### config.mk
export PLATFORM = sky130hd
export DESIGN_NAME = seq_detect_prog
export DESIGN_NICKNAME = d
export VERILOG_FILES = /design/src/rtl/seq_detect_prog.sv
export SDC_FILE = /design/constraint.sdc
export NUM_CORES = 1
export LEC_CHECK = 0
export BUFFER_PORTS_ARGS = -buffer_cell sky130_fd_sc_hd__buf_2
export CORE_UTILIZATION = 48
export CTS_CLUSTER_SIZE = 12
export DETAILED_ROUTE_END_ITERATION = 16
export PLACE_DENSITY = 0.7
export SLEW_MARGIN = 20
export SYNTH_ARGS = -nofsm -noshare
export SYNTH_HDL_FRONTEND = slang
export SYNTH_SLANG_ARGS = --single-unit
### constraint.sdc
create_clock -name clk -period 3.05 [get_ports clk]
set_input_delay 0.1525 -clock clk [delete_from_list [all_inputs] [get_ports clk]]
set_output_delay 0.1525 -clock clk [all_outputs]
set_load 0.02 [all_outputs]
### src/rtl/seq_detect_prog.sv
// seq_detect_prog: runtime-programmable serial pattern detector with overlap and
// Mealy/Moore modes plus a saturating match counter.
module seq_detect_prog #(
    parameter int MAXLEN = 8,
    parameter int CNTW = 16,
    parameter bit MEALY = 1,
    parameter logic [MAXLEN-1:0] RST_PATTERN = 8'b0000_0110,
    parameter int RST_LEN = 4,
    parameter bit RST_OVERLAP = 0,
    localparam int LW = $clog2(MAXLEN + 1)
) (
    input  logic              clk,
    input  logic              rstn,
    input  logic              en,
    input  logic              in,
    input  logic              cfg_load,
    input  logic [MAXLEN-1:0] cfg_pattern,
    input  logic [LW-1:0]     cfg_len,
    input  logic              cfg_overlap,
    input  logic              clr,
    output logic              out,
    output logic [CNTW-1:0]   match_count,
    output logic              count_sat,
    output logic              cfg_err
);
    logic [MAXLEN-1:0] pattern, hist, win, mask;
    logic [LW-1:0] len, fill, fill_nx;
    logic [LW:0] fill_inc;
    logic [CNTW-1:0] cnt_nx;
    logic overlap, m;

    assign cfg_err = (len == '0) || (len > LW'(MAXLEN));
    assign win = {hist[MAXLEN-2:0], in};
    assign mask = ~({MAXLEN{1'b1}} << len);
    assign fill_inc = {1'b0, fill} + (LW+1)'(1);
    // rstn gates m so a Mealy out drops as soon as reset asserts
    assign m = rstn && en && !cfg_load && !clr && !cfg_err && fill_inc >= {1'b0, len}
               && (win & mask) == (pattern & mask);
    assign fill_nx = (m && !overlap) ? '0 : (fill_inc > {1'b0, len}) ? len : fill_inc[LW-1:0];
    assign cnt_nx = (&match_count) ? match_count : match_count + 1'b1;

    always_ff @(posedge clk or negedge rstn) begin
        if (!rstn) begin
            pattern     <= RST_PATTERN;
            len         <= LW'(RST_LEN);
            overlap     <= RST_OVERLAP;
            hist        <= '0;
            fill        <= '0;
            match_count <= '0;
            count_sat   <= 1'b0;
        end else if (cfg_load) begin
            pattern <= cfg_pattern;
            len     <= cfg_len;
            overlap <= cfg_overlap;
            hist    <= '0;
            fill    <= '0;
        end else if (clr) begin
            match_count <= '0;
            count_sat   <= 1'b0;
            fill        <= '0;
        end else if (en) begin
            hist <= win;
            fill <= fill_nx;
            if (m) begin
                match_count <= cnt_nx;
                count_sat   <= count_sat | (&cnt_nx);
            end
        end
    end

    generate
        if (MEALY) begin : g_mealy
            assign out = m;
        end else begin : g_moore
            always_ff @(posedge clk or negedge rstn) begin
                if (!rstn) out <= 1'b0;
                else out <= m;
            end
        end
    endgenerate
endmodule

Yosys cells after proc, flatten, opt, wreduce, memory -nomap -nowiden
Index checks and enable logic that the tools add are counted.

operators by class
  add/subtract/negate cells = 2
  order comparisons = 3
  equality and inequality tests = 2
  shifts and indexed selects = 1
  muxes and demuxes = 15
  bitwise gates (word level) = 5
  reduce and logical (&&, ||, !) cells = 21

operators with widths
  cell                   number
  $mux 16                4
  $reduce_and 16->1      2
  $mux 7                 3
  $mux 4                 5
  $add 16x1->16 const B  1
  $and 8x8->8            2
  $eq 8x8->1             1
  $not 8->8              1
  $shl 8x4->8 const A    1
  $logic_and 1x1->1      7
  $reduce_bool 2->1      3
  $add 4x1->5 const B    1
  $ge 5x4->1             1
  $gt 5x4->1             1
  $gt 4x4->1 const B     1
  $logic_not 1->1        4
  $logic_not 4->1        1
  $mux 1                 3
  $reduce_and 3->1       1
  $reduce_bool 3->1      1
  $ne 2x2->1 const B     1
  $reduce_and 2->1       1
  $logic_or 1x1->1       1
  $not 1->1              1
  $or 1x1->1             1

storage, ports and cells
  register bits after elaboration = 41
  input bits = 19
  output and inout bits = 19
  logic and storage cells = 56

Longest topological paths before layout
  word-level depth = 11
  depth in mapped cells = 11
  gate-level depth less buffers = 10

Least setup slack after synthesis
No wires, ideal clock.

  kind = register to register
  start = register fill[0]
  end = register match_count[15]
  setup time = 0.099 ns
  arrival = 2.635 ns
  data required time = 2.951 ns
  setup slack = 0.315 ns
  cell stages (with the launch flop) = 12
  buffers on the path = 1
  clock period less this slack = 2.735 ns
  path through = dfrtp_1 > ha_1 > xor2_1 > ha_1 > and3_1 > a21oi_1 > a2111oi_0 > nand3_1 > inv_2 > buf_2 > a21oi_1 > a311oi_1

between the ends
  cells in the longest elaborated chain, start to end = 6

ends and longest elaborated chain
  what                                RTL line  source
  start: declaration                  27        logic [LW-1:0] len, fill, fill_nx;
  start signal: assignment            63        fill <= fill_nx;
  $add 4x1->5                         35        assign fill_inc = {1'b0, fill} + (LW+1)'(1);
  $ge 5x4->1                          37        assign m = rstn && en && !cfg_load && !clr && !cfg_err && fill_inc >= {1'b0, len}
  $logic_and 1x1->1                   37
  $logic_and 1x1->1                   38        && (win & mask) == (pattern & mask);
  named net out                       21        output logic out,
  $reduce_bool 2->1 (no source line)  --
  $reduce_and 3->1 (no source line)   --
  end signal: assignment              65        match_count <= cnt_nx;
  end: declaration                    22        output logic [CNTW-1:0] match_count,

The timed path passes the listed nets, and every way through them passes these cells.
A chain may end at the register's enable or synchronous reset.

Worst setup path after layout
  start = register fill[1]
  end = output port out

between the ends
  cells in the longest elaborated chain, start to end = 4

ends and longest elaborated chain
  what               RTL line
  $add 4x1->5        35
  $ge 5x4->1         37
  $logic_and 1x1->1  37
  $logic_and 1x1->1  38
  end: declaration   21

Every way passes these cells.

==> impl_metrics.ini <==
[yosys]
synth_edf_count = 0
synth-seq-area-share_pct = 40.5
yosys_warnings = 0
synthMuxAreaShare_pct = 9.64
synthTopCellsByArea = dfrtp_1 (37%), nand2_1 (5.9%), mux2_2 (5.3%)
synth_most_common_cell = nand2_1
async_flop_share_pct = 100
synthCells = 282
synth_seq_cells = 41
netlist_area_sq_um = 2540
synthAdderAreaFrac_pct = 2.95
synth_fp_nets = 307
ys_types = 55
synthXorXnorAreaFrac_pct = 4.82
yosysTopAreaCellShare_pct = 37.4
synth_compound_area_share_pct = 18.0
synth_top_family_by_area = simple AND/OR/NAND/NOR gates
synth.avg_cell_area_sq_um = 9.02
synth-simple-area-share_pct = 20.6
synthFlopType = dfrtp_1
synth.top_cells.by_count = nand2_1 (40), dfrtp_1 (38), a21oi_1 (21), o21ai_0 (17)
synth_top_cell_by_area = dfrtp_1

[timing]
period_share_pct = 94.5
worst_pin_slew_ps = 577
drv_slew = 0
setup_violations = 0
skew_ps = 6.60
slew_headroom_pct = 61.1
min_period_ps = 2880
holdWs_ps = 69.8
hold_viol = 0
fin_setup_tns_ps = 0
max_freq_mhz = 347

[layout]
drive_gt1_share_pct = 23.9
final_util_pct = 58.9
n_fill_cell = 466
nets = 351
area_growth_pct = 18.2
finalNonFillerCells = 397
antenna_cells = 0

[setup_path]
worstPathCellList = ha_1 > xor2_1 > ha_1 > and3_1 > a21oi_1 > a2111oi_2 > nand3_2 > inv_2 > buf_4 > buf_4
crit_end = out
cp-end-kind = primary output
r2r_slack_ps = 190
crit_path_start = fill[1]$_DFFE_PN0P_
reg2regPathDepth = 11
r2r_end = match_count[2]$_DFFE_PN0P_
crit_path_start_kind = flip-flop
cp.required_ps = 2900
crit_slowest_cell = dfrtp_1
arrival_ps = 2730
max_stage_delay_ps = 410
path_max_fanout = 8
r2r_start = fill[1]$_DFFE_PN0P_
critical_path_class = reg2out

[global_routing]
gr-usage-all-layers_pct = 23.6
antenna_found_initial = 0
overflow = 0
grt_max_degree = 42
grt_pass1_vias = 2041
grt_first_pass_wirelength_um = 9900

[detailed_routing]
first_pass_iters = 5
vias_per_cell = 5.77
wirelength_um = 6040
routed-via-count = 2292
drc_errors = 0
wire_per_inst_um = 15.2
drt_iter0_drc = 140
ant_nets = 0

[power_and_ir_drop]
powerDensity_nw_per_um2 = 424
seqPwrFrac_pct = 46.6
ir_drop_v = 0.000315
p_int_uw = 964
comb_power_share_pct = 12.3
power.net_switching_uw = 311
finalPower_mw = 1.28
p_sw_share_pct = 24.4
power_frac_clock_pct = 41.0
power.leakage_nw = 1.34

[clocking]
worstSkewPairLatency_ps = 300
htreeDepth = 2
cts_tree = done
numCtsBuffers = 5
clockBufferDepth = 2
cts-root-buf = clkbuf_8
cts_num_sinks = 41
path_clk_slew_ps = 80

[hold_path]
hold_path.class = in2reg

[place]
portBuffers = 37
dp_hpwl_um = 4370
gp_congestion = 0.884
placed_cells = 384

[job]
maxCapViolations = 0

[floorplanning]
die_area_sq_um = 5600
rows = 26
coreArea_sq_um = 5110
die_x_um = 74.8
initial_utilization_pct = 49.8
die-height_um = 74.8
boundaryPins = 38

[run_status]
outcome = finished clean
stage by stage:
| stage | worst slack [ps] | cell area [sq um] |
|---|---|---|
| final | 167 | 3010 |
| after global routing | -8.68 | 3010 |
| after CTS | 93.1 | 2970 |
| after detailed placement | 68.5 | 2820 |
| after global placement | 170 | 2820 |
| after floorplan | 315 | 2540 |
timing repair:
action | in CTS | in global routing
hold endpoints to repair | 28 | 0
endpoints found under the setup margin | 1 | 5
pin swaps | 1 | 1
gates cloned | 0 | 0
buffers inserted | 1 | 3
resized for setup | 0 | 5
hold buffers | 1 | 0
per-layer routing:
metal  part of all wire, %  global-route usage, %
met5                     0                      0
met4                  0.93                   6.71
met3                   6.3                   4.02
met2                    47                   37.6
met1                    45                   33.2
cell type report:
class	count	area (sq um)	area share, %
sequential	41	1030	34.2
timing repair buffer	48	277	9.19
tap	70	87.6	2.91
clock inverter	3	65.1	2.16
inverter	12	45.0	1.50
multi-input combinational	218	1440	47.7
clock buffer	5	68.8	2.29
flip-flops by register name, summed over array words and instances (netlist names):
signal       count
match_count     16
pattern          8
hist             7
fill             4
len              4
count_sat        1
overlap          1
cell usage in the layout (no fill, tap or decap), types with 6 or more instances in the layout:
master	synthesis	layout
nand2_1	40	40
a21oi_1	21	21
nor3_1	8	8
xnor2_1	13	13
buf_2	3	36
ha_1	6	6
buf_4	0	10
nor2_1	13	13
o21ai_0	17	17
mux2i_1	11	11
nand3_1	11	10
dfrtp_1	38	38
mux2_2	12	12
inv_1	11	11
cells by family (layout without fill, tap and decap cells):
| group | Yosys count | count (layout) |
|---|---|---|
| and+or+nand+nor | 104 | 104 |
| AOI/OAI and AO/OA | 71 | 71 |
| DFF | 41 | 41 |
| muxes | 23 | 23 |
| buffers and inverters | 23 | 68 |
| xor gates and xnor gates | 14 | 14 |
| adders and majority gates | 6 | 6 |
worst min path at each step:
stage / to / start / slack, ps / depth (start not counted)
2_1_floorplan: count_sat$_DFFE_PN0P_ / rstn / -140 / 0
3_3_place_gp: match_count[7]$_DFFE_PN0P_ / rstn / 320 / 2
3_5_place_dp: match_count[9]$_DFFE_PN0P_ / rstn / 310 / 2
4_1_cts: len[2]$_DFFE_PN1P_ / cfg_len[2] / 70 / 3
5_1_grt: len[2]$_DFFE_PN1P_ / cfg_len[2] / 50 / 3
6_report: len[2]$_DFFE_PN1P_ / cfg_len[2] / 70 / 3
worst max-delay path: cells and delay by family, from the launching register on:
kind	cells	cell delay, ps
AO/OA/AOI/OAI	2	470
XOR/XNOR	1	180
adder cells (fa/ha/maj)	2	530
buffers and inverters	3	470
flip-flops	1	410
AND/OR/NAND/NOR	2	360
power by group through the flow:
stage / combinational, mW / sequential [mW] / clock (mW)
finish: 0.157 / 0.595 / 0.523
CTS: 0.155 / 0.594 / 0.533
global placement: 0.151 / 0.604 / 0
global route: 0.174 / 0.598 / 0.560
floorplan: 0.105 / 0.597 / 0
detailed placement: 0.153 / 0.605 / 0
(Power assumes the default switching activity.)
